File: config.mk
export PLATFORM = sky130hd
export DESIGN_NAME = text_console_ctrl
export DESIGN_NICKNAME = d
export VERILOG_FILES = /design/src/rtl/console_pkg.sv /design/src/rtl/fb_clear_walker.sv /design/src/rtl/text_console_ctrl.sv
export SDC_FILE = /design/constraint.sdc
export NUM_CORES = 1
export LEC_CHECK = 0
export ABC_AREA = 1
export ABC_CLOCK_PERIOD_IN_PS = 4250
export CAP_MARGIN = 20
export CORE_MARGIN = 2
export CORE_UTILIZATION = 35
export CTS_BUF_LIST = sky130_fd_sc_hd__clkbuf_8 sky130_fd_sc_hd__clkbuf_16
export CTS_CLUSTER_SIZE = 30
export DETAILED_ROUTE_END_ITERATION = 16
export GPL_ROUTABILITY_DRIVEN = 0
export REMOVE_ABC_BUFFERS = 1
export SYNTH_ARGS = -nofsm -noshare
export SYNTH_HDL_FRONTEND = slang
export SYNTH_HIERARCHICAL = 1
export SYNTH_SLANG_ARGS = --single-unit
File: constraint.sdc
create_clock -name clk -period 4.25 [get_ports clk]
set_input_delay 0.85 -clock clk [delete_from_list [all_inputs] [get_ports clk]]
set_output_delay 0.85 -clock clk [all_outputs]
set_load 0.005 [all_outputs]
File: src/rtl/console_pkg.sv
// console_pkg: shared sizes, control codes, state encoding and cell packing for text_console_ctrl (CONSOLE_RESET_CLEAR_EN adds INIT)
package console_pkg;
  localparam int DEF_COLS = 160;
  localparam int DEF_ROWS = 45;
  localparam logic [31:0] DEF_CLEAR = 32'hFFF00020;
  localparam logic [7:0] CC_LF = 8'h0A;
  localparam logic [7:0] CC_CR = 8'h0D;
  localparam logic [7:0] CC_BS = 8'h08;
  typedef enum logic [1:0] {
    IDLE,
    CLEAR,
    BUMP
`ifdef CONSOLE_RESET_CLEAR_EN
    , INIT
`endif
  } state_t;
  function automatic logic [31:0] pack_cell(input logic [11:0] fg, input logic [11:0] bg, input logic [7:0] ch);
    return {fg, bg, ch};
  endfunction
endpackage

File: src/rtl/fb_clear_walker.sv
// fb_clear_walker: walks cells row-major over a row range, one per cycle, pulsing done after the last
module fb_clear_walker #(
  parameter int COLS = 160
) (
  input  logic       clk,
  input  logic       rst,
  input  logic       start,
  input  logic [7:0] x0,
  input  logic [5:0] y_lo,
  input  logic [5:0] y_hi,
  output logic       emit,
  output logic [7:0] x,
  output logic [5:0] y,
  output logic       done
);
  logic       active;
  logic [5:0] yh;
  logic       eol;
  logic       last;
  assign eol  = x == 8'(COLS - 1);
  assign last = eol && y == yh;
  assign emit = active;
  // counters advance while active; done registers one cycle after the final cell
  always_ff @(posedge clk) begin
    if (rst) begin
      active <= 1'b0;
      done   <= 1'b0;
      x      <= '0;
      y      <= '0;
      yh     <= '0;
    end else begin
      done <= active && last;
      if (start) begin
        active <= 1'b1;
        x      <= x0;
        y      <= y_lo;
        yh     <= y_hi;
      end else if (active) begin
        x      <= eol ? 8'd0 : x + 8'd1;
        y      <= eol && !last ? y + 6'd1 : y;
        active <= !last;
      end
    end
  end
endmodule

File: src/rtl/text_console_ctrl.sv
// text_console_ctrl: byte-stream terminal sequencer for the text framebuffer write port (CONSOLE_RESET_CLEAR_EN clears the screen after reset)
module text_console_ctrl
  import console_pkg::*;
#(
  parameter int          COLS        = DEF_COLS,
  parameter int          ROWS        = DEF_ROWS,
  parameter logic [31:0] CLEAR_VALUE = DEF_CLEAR
) (
  input  logic        clk,
  input  logic        rst,
  input  logic        char_valid,
  output logic        char_ready,
  input  logic [7:0]  char_data,
  input  logic [11:0] char_fg,
  input  logic [11:0] char_bg,
  output logic [7:0]  write_posx,
  output logic [5:0]  write_posy,
  output logic [31:0] write_value,
  output logic        write_enable,
  output logic [5:0]  v_offset,
  output logic        busy
);
  state_t     state, state_n;
  logic [7:0] col;
  logic [5:0] row;
  logic [6:0] sum;
  logic [5:0] phys;
  logic       accept, is_lf, is_cr, is_bs, glyph, eol, bottom, nl, scroll;
  logic       w_start, w_emit, w_done;
  logic [7:0] w_x0, w_x;
  logic [5:0] w_ylo, w_yhi, w_y;
  assign char_ready = state == IDLE;
  assign busy       = state != IDLE;
  assign accept     = char_valid && char_ready;
  assign is_lf      = char_data == CC_LF;
  assign is_cr      = char_data == CC_CR;
  assign is_bs      = char_data == CC_BS;
  assign glyph      = accept && !is_lf && !is_cr && !is_bs;
  assign eol        = col == 8'(COLS - 1);
  assign bottom     = row == 6'(ROWS - 1);
  assign nl         = (accept && is_lf) || (glyph && eol);
  assign scroll     = nl && bottom;
  assign sum        = {1'b0, row} + {1'b0, v_offset};
  assign phys       = 6'(sum >= 7'(ROWS) ? sum - 7'(ROWS) : sum);
  fb_clear_walker #(.COLS(COLS)) u_walker (
    .clk  (clk),
    .rst  (rst),
    .start(w_start),
    .x0   (w_x0),
    .y_lo (w_ylo),
    .y_hi (w_yhi),
    .emit (w_emit),
    .x    (w_x),
    .y    (w_y),
    .done (w_done)
  );
  // state register
  always_ff @(posedge clk) begin
    if (rst) begin
`ifdef CONSOLE_RESET_CLEAR_EN
      state <= INIT;
`else
      state <= IDLE;
`endif
    end else begin
      state <= state_n;
    end
  end
  // next state and walker launch; an LF scroll writes cell 0 itself so the walker starts at column 1
  always_comb begin
    state_n = state;
    w_start = 1'b0;
    w_x0    = glyph ? 8'd0 : 8'd1;
    w_ylo   = v_offset;
    w_yhi   = v_offset;
    case (state)
      IDLE: begin
        w_start = scroll;
        state_n = scroll ? CLEAR : IDLE;
      end
      CLEAR: state_n = w_done ? BUMP : CLEAR;
      BUMP: state_n = IDLE;
`ifdef CONSOLE_RESET_CLEAR_EN
      INIT: begin
        w_start = !w_done && !w_emit;
        w_x0    = 8'd0;
        w_ylo   = 6'd0;
        w_yhi   = 6'(ROWS - 1);
        state_n = w_done ? IDLE : INIT;
      end
`endif
      default: state_n = IDLE;
    endcase
  end
  // registered write port, cursor and scroll offset
  always_ff @(posedge clk) begin
    if (rst) begin
      col          <= '0;
      row          <= '0;
      v_offset     <= '0;
      write_enable <= 1'b0;
      write_posx   <= '0;
      write_posy   <= '0;
      write_value  <= '0;
    end else begin
      write_enable <= glyph || scroll || w_emit;
      if (glyph) begin
        write_posx  <= col;
        write_posy  <= phys;
        write_value <= pack_cell(char_fg, char_bg, char_data);
      end else if (scroll) begin
        write_posx  <= 8'd0;
        write_posy  <= v_offset;
        write_value <= CLEAR_VALUE;
      end else if (w_emit) begin
        write_posx  <= w_x;
        write_posy  <= w_y;
        write_value <= CLEAR_VALUE;
      end
      if ((accept && is_cr) || (glyph && eol))
        col <= 8'd0;
      else if (glyph)
        col <= col + 8'd1;
      else if (accept && is_bs && col != 8'd0)
        col <= col - 8'd1;
      if (nl && !bottom)
        row <= row + 6'd1;
      if (state == BUMP)
        v_offset <= v_offset == 6'(ROWS - 1) ? 6'd0 : v_offset + 6'd1;
    end
  end
endmodule

==> summary.md, run 1 <==
| Metric | Value |
|---|---|
| Register area share after synthesis | `0.354` |
| Final Hold Fails | `0` |
| Worst-Skew Late Latency | `360 ps` |
| Die X | `125 um` |
| Area Growth Syn to Fin | `25.4%` |
| GR peak layer | `met2` |
| Crit. End Element | `register` |
| Least-Margin Pin Slew | `887 ps` |
| Initial antenna violation count | `0` |
| Post_cts resized | `0` |
| Final Max Slew Viols | `0` |
| Global Route Usage Sum | `0.175` |
| Maximum fanout along the worst path | `17` |
| Setup WS post-layout | `1080 ps` |
| Core Footprint | `14500 um^2` |
| RSZ-0062 raised after global routing | `false` |
| Final Power | `2.02 mW` |
| ANT nets after route | `0` |
| Post-layout min period | `3170 ps` |
| Clock Pin Slew Worst Setup and Hold Paths | `70 ps` |
| Post-route DRC | `0` |
| Min-delay worst type | `reg2reg` |
| Vias in the first global route | `4441` |
| CTS buffer count | `9` |
| Initial Util | `0.356` |
| Crit path kind | `in2reg` |
| Final WL | `13300 um` |
| Placed Instance Area | `6150 um^2` |
| Ys async rst share | `0` |
| Final TNS setup | `0 ps` |
| Hold_buf cts | `0` |
| Clock sinks | `91` |
| Layout cell share with drive strength beyond 1 | `0.0814` |
| I/O Pins | `90` |
| WP data arrival | `3420 ps` |
| Die height | `125 um` |
| Row count | `44` |
| Worst Setup Start Kind | `primary input` |
| Worst path required time | `4500 ps` |
| GR Overflow Total | `0` |
| Vias/cell | `4.77` |
| Vias | `4803` |
| Tcrit/Tclk final | `0.746` |
| Outcome | `completed` |
| Cells after Synth | `731` |
| Met3 Use GR | `0.0265` |
| Dominant cells by area after synthesis | `dfxtp_1 35%, nand2_1 11%, inv_1 6.6%` |
| Clock tree buffer depth | `2` |
| Leak pwr | `2.81 nW` |
| Final instance area | `6460 um^2` |
| Iteration-0 DRC Markers | `187` |
| Setup Viol. Count Final | `0` |
| TritonCTS clock tree | `yes` |
| Top_reg_cell synth | `dfxtp_1` |
| Met2 Usage GRT | `0.282` |
| Post-DP HPWL | `9490 um` |
| Global-route wire length before repair | `22300 um` |
| Mapped Avg Cell Area | `7.05 um^2` |
| CTS H-Tree Depth | `3` |
| Distinct cells, synth | `48` |
| CTS root buf | `clkbuf_16` |
| DP Worst Slack | `726 ps` |
| WL per Instance | `13.2 um` |
| EDFF count, synth | `0` |
| Max-Cap Viols | `0` |
| Synth warn | `6` |
| Rel. slew slack | `0.401` |
| Pwr/cell area | `313 nW/um^2` |
| Fillcell total | `1517` |
| Max rail drop VDD | `0.189 mV` |
| Final Skew | `7.96 ps` |
| Postcts setup bufs | `0` |
| First-pass iteration count of the detailed router | `4` |
| Yosys top cell by area | `dfxtp_1` |
| Max Fclk | `316 MHz` |
| # nets final | `875` |
| Yosys top cell area share | `0.354` |
| Met1 Use GR | `0.235` |
| Post-synthesis register bit count | `91` |
| Largest net degree at the start of global routing | `37` |
| Post-Syn Area | `5150 um^2` |
| Die area | `15700 um^2` |
| IO buf count | `89` |
| N_diodes | `0` |
==> power breakdown <==
group | total [mW] | switching, mW | internal, mW
clock network | 0.840 | 0.373 | 0.466
logic | 0.264 | 0.130 | 0.135
registers | 0.916 | 0.0262 | 0.890
==> sequential cells by signal (all words and copies together), names as in the netlist <==
register / count
col: 8
row: 6
state: 2
u_walker/done: 1
u_walker/emit: 1
u_walker/x: 8
u_walker/y: 6
u_walker/yh: 6
v_offset: 6
write_enable: 1
write_posx: 8
write_posy: 6
write_value: 32
==> worst max-delay path: stages <==
cell,delay (ps)
clkdlybuf4s50_1,520
inv_1,90
nand4_1,110
nor2_1,50
nor2_1,180
nand2_1,170
buf_4,230
ha_1,280
nand2_1,60
o21bai_1,210
nand3_1,100
and3_1,160
or2_1,220
a21oi_1,130
nor2_1,60
==> layout by cell type, fill, tap and decap left out, types with 3 or more instances in the layout <==
master             n
a21oi_1           59
a22oi_1            3
a31oi_1            5
buf_4              6
clkbuf_16          9
clkdlybuf4s50_1   89
conb_1             7
dfxtp_1           91
ha_1              20
inv_1             90
inv_2              5
nand2_1          154
nand2_2            5
nand2_4            3
nand3_1           50
nand3_2            3
nand4_1           15
nor2_1            70
nor2_2            11
nor2_4             3
nor3_1             4
nor3b_1            3
o211ai_1          15
o21ai_0           41
or2_1              9
or2_2              8
xnor2_1            7
xor2_1             7
==> Yosys cell counts, drive strengths merged, types with 2 or more instances <==
master	instances
inv	96
o21ai	42
xor2	7
o211ai	15
clkbuf	6
a22oi	3
nor2	84
nand4	16
or2	17
nor4	2
a21oi	61
a31oi	5
and3	2
nor3	5
a211oi	2
o22ai	2
fa	2
dfxtp	91
nand3	54
ha	20
xnor2	7
nand3b	2
nor3b	3
nand2	162
buf	19
==> per-layer routing <==
layer	vias to the layer above	routed length [um]
met4	0	253
met3	17	425
li1	2541	-
met2	81	6040
met1	2164	6580
met5	-	0
==> cell families (layout without fill, tap and decap cells) <==
kind of cell,after synthesis,in the layout,synth area share
simple gates,347,347,0.313
fa+ha+maj,22,22,0.0563
buf+inv,122,208,0.107
other cells,1,7,0.000728
flops,91,91,0.354
compound gates,134,134,0.145
xor+xnor,14,14,0.0238
==> path summary, 6_finish.rpt <==
check	start	end	slack (ps)	cells past startpoint
worst max-delay path	char_data[1]	col[7]$_SDFFE_PP0P_	1080	15
worst min-delay path	u_walker/done$_SDFF_PP0_	state[1]$_SDFF_PP0_	450	2
worst max register to register	v_offset[0]$_SDFFE_PP0N_	write_posy[1]$_SDFFE_PP0P_	1660	13
worst min register to register	u_walker/done$_SDFF_PP0_	state[1]$_SDFF_PP0_	450	2
==> final cells by class <==
class / instances / area, um^2 / share of cell area
repair buffers: 95 / 936 / 0.145
clock inverters: 7 / 83.8 / 0.0130
inverters: 97 / 367 / 0.0567
well taps: 184 / 230 / 0.0356
multi-input cells: 524 / 2800 / 0.433
clock buffers: 9 / 225 / 0.0348
flip-flops and latches: 91 / 1820 / 0.282
==> through the flow <==
stage / std cells / hold WS, ps / util
after floorplan: 712 / 430 / -
after global placement: 991 / 440 / 0.425
after detailed placement: 991 / 445 / 0.425
after CTS: 1007 / 454 / 0.446
after global routing: 1007 / 472 / 0.446
final: 1007 / 450 / 0.446
(Power assumes the default switching activity.)
==> run 2: changes to the inputs <==
--- a/config.mk
+++ b/config.mk
@@ -6,7 +6,7 @@
 export NUM_CORES = 1
 export LEC_CHECK = 0
 export ABC_AREA = 1
-export ABC_CLOCK_PERIOD_IN_PS = 4250
+export ABC_CLOCK_PERIOD_IN_PS = 2600
 export CAP_MARGIN = 20
 export CORE_MARGIN = 2
 export CORE_UTILIZATION = 35
==> constraint.sdc (replaced) <==
create_clock -name clk -period 2.6 [get_ports clk]
set_input_delay 0.52 -clock clk [delete_from_list [all_inputs] [get_ports clk]]
set_output_delay 0.52 -clock clk [all_outputs]
set_load 0.005 [all_outputs]
==> summary.md, run 2 (synthesis results as in run 1) <==
| Metric | Value |
|---|---|
| Die X | `125 um (unchanged)` |
| Die height | `125 um (unchanged)` |
| Worst Setup Start Kind | `primary input` |
| Clock sinks | `91 (unchanged)` |
| Tcrit/Tclk final | `0.943` |
| Crit path buf inv count | `4 (+1)` |
| R2R cell count | `13 (unchanged)` |
| Crit-path max cell delay | `480 ps (-40 ps)` |
| Vias in the first global route | `4607 (+3.7%)` |
| Global Route Usage Sum | `0.172 (-0.00267)` |
| Setup crit start | `char_data[2]` |
| Global-route wire length before repair | `22400 um (+0.28%)` |
| Final Max Slew Viols | `0 (unchanged)` |
| Biggest register | `write_value` |
| Cell mode on critical path | `nand2_1` |
| Final Skew | `9.86 ps (+1.89 ps)` |
| Vias | `4932 (+2.7%)` |
| Post-route DRC | `0 (unchanged)` |
| Most frequent cells in the layout | `152 x nand2_1, 90 x dfxtp_1, 87 x inv_1` |
| Setup WS post-layout | `148 ps (-933 ps)` |
| Iteration-0 DRC Markers | `247 (+32%)` |
| Post-DP HPWL | `10000 um (+5.9%)` |
| CTS buffer count | `9 (unchanged)` |
| I/O Pins | `90 (unchanged)` |
| Max Fclk | `408 MHz` |
| Area Growth Syn to Fin | `35.2%` |
| Vias/cell | `4.70 (-1.5%)` |
| DP Worst Slack | `-346 ps (-1070 ps)` |
| Worst-Skew Late Latency | `350 ps (about the same)` |
| Final Hold Fails | `0 (unchanged)` |
| Final TNS setup | `0 ps (unchanged)` |
| Die area | `15700 um^2 (unchanged)` |
| Crit-path cells | `clkdlybuf4s50_1 > inv_1 > nand4_1 > nor2_2 > nor2_2 > nand2_4 > buf_6 > ha_4 > nand2_1 > inv_1 > nand2_1 > and3_1 > or2_1 > nand3_1 > nand2_1 > nor2_1` |
| Pwr/cell area | `484 nW/um^2 (+55%)` |
| Row count | `44 (unchanged)` |
| CTS H-Tree Depth | `3 (unchanged)` |
| WP data arrival | `2740 ps (-680 ps)` |
| Crit. End Element | `register` |
| Min-delay worst type | `reg2reg` |
| HP Start | `u_walker/done$_SDFF_PP0_` |
| CTS root buf | `clkbuf_16` |
| Reg-to-reg slack, setup | `250 ps (-1410 ps)` |
| WL per Instance | `12.8 um (-3.0%)` |
| ANT nets after route | `0 (unchanged)` |
| Critical path's slowest cell | `clkdlybuf4s50_1` |
| Most common library cell in the layout ignoring fill and taps | `nand2_1` |
| TritonCTS clock tree | `yes` |
| Leak pwr | `3.10 nW (+10%)` |
| Initial antenna violation count | `0 (unchanged)` |
| Hold Path Depth | `2 (unchanged)` |
| Clock Pin Slew Worst Setup and Hold Paths | `60 ps (about the same)` |
| Core Footprint | `14500 um^2 (unchanged)` |
| GR Overflow Total | `0 (unchanged)` |
| IO buf count | `89 (unchanged)` |
| N_diodes | `0 (unchanged)` |
| Max FFs per register | `32 (unchanged)` |
| Outcome | `completed` |
| GR peak layer | `met2` |
| # nets final | `918 (+4.9%)` |
| WHS Endpoint | `state[1]$_SDFF_PP0_` |
| Clock tree buffer depth | `2 (unchanged)` |
| Post-layout min period | `2450 ps` |
| Max rail drop VDD | `0.343 mV (+82%)` |
| Final WL | `13500 um (+1.2%)` |
| Rel. slew slack | `0.376 (-0.0254)` |
| RSZ-0062 raised after global routing | `false` |
| Crit path kind | `in2reg` |
| Initial Util | `0.356 (unchanged)` |
| Max-Cap Viols | `0 (unchanged)` |
| Worst path top cell family by delay | `simple AND/OR/NAND/NOR gates` |
| Least-Margin Pin Slew | `924 ps (+37.6 ps)` |
| Crit Reg-Reg Endpoint | `write_posy[1]$_SDFFE_PP0P_` |
| Critical R2R Launch | `v_offset[0]$_SDFFE_PP0N_` |
| Hold_buf cts | `0 (unchanged)` |
| Setup Viol. Count Final | `0 (unchanged)` |
| First-pass iteration count of the detailed router | `4 (unchanged)` |
| Met3 Use GR | `0.0240 (-0.00257)` |
| Final Power | `3.37 mW (+67%)` |
| Maximum fanout along the worst path | `5 (-12)` |
| Worst path required time | `2890 ps (-1610 ps)` |
| Met2 Usage GRT | `0.281 (-0.000959)` |
| Largest net degree at the start of global routing | `27 (-27%)` |
| Layout cell share with drive strength beyond 1 | `0.149 (+0.0676)` |
| Met1 Use GR | `0.233 (-0.00252)` |
[run 2: cell count changes in the layout (fill, tap and decap cells not counted), moves of 3 or more]
cell	previous run	this run
buf_4	6	42
clkdlybuf4s50_1	89	83
dlymetal6s2s_1	0	6
buf_12	0	5
ha_1	20	15
ha_4	0	4
inv_2	5	9
inv_1	90	87
[run 2: worst max path at each step]
stage,to,cells after the start
global route,col[7]$_SDFFE_PP0P_,16
detailed placement,col[7]$_SDFFE_PP0P_,14
CTS,col[7]$_SDFFE_PP0P_,14
floorplan,col[7]$_SDFFE_PP0P_,13
global placement,col[7]$_SDFFE_PP0P_,15
finish,col[7]$_SDFFE_PP0P_,16
[run 2: what timing repair did]
action	4_1_cts	5_1_grt
setup buffers	0	1
endpoints found under the setup margin	0	30
resized for setup	0	30
hold endpoints to repair	0	0
[run 2: worst min-delay path: stages (launching register included)]
cell and delay (ps):
dfxtp_1 300, nand3_1 70, nor2_1 40
[run 2: stage by stage]
stage / utilization / cell area, um^2 / hold slack, ps / std cells
2_1_floorplan: - / 4990 / 430 / 712
3_3_place_gp: 0.451 / 6530 / 441 / 1033
3_5_place_dp: 0.451 / 6530 / 442 / 1033
4_1_cts: 0.472 / 6840 / 456 / 1049
5_1_grt: 0.481 / 6970 / 479 / 1050
6_report: 0.481 / 6970 / 448 / 1050
[run 2: final cells by class]
type,count,area (um^2)
clock buffer,10,239
clock inverter,6,63.8
fill,1422,7510
inverter,97,367
multi-input combinational,524,2900
sequential,91,1820
tap,184,230
timing repair buffer,138,1340
[run 2: metal layers]
layer / routed length (um) / share of wire / vias to the layer above
met5: 0 / 0 / -
met4: 238 / 0.018 / 0
met3: 374 / 0.028 / 13
met2: 6230 / 0.46 / 64
met1: 6610 / 0.49 / 2217
li1: - / - / 2638
[run 2: report_power, final]
group	total [mW]	internal, mW	leakage (nW)	switching [mW]
Combinational	0.526	0.288	2.21	0.238
Sequential	1.50	1.46	0.745	0.0470
Clock	1.34	0.771	0.150	0.571
Total	3.37	2.52	3.10	0.856
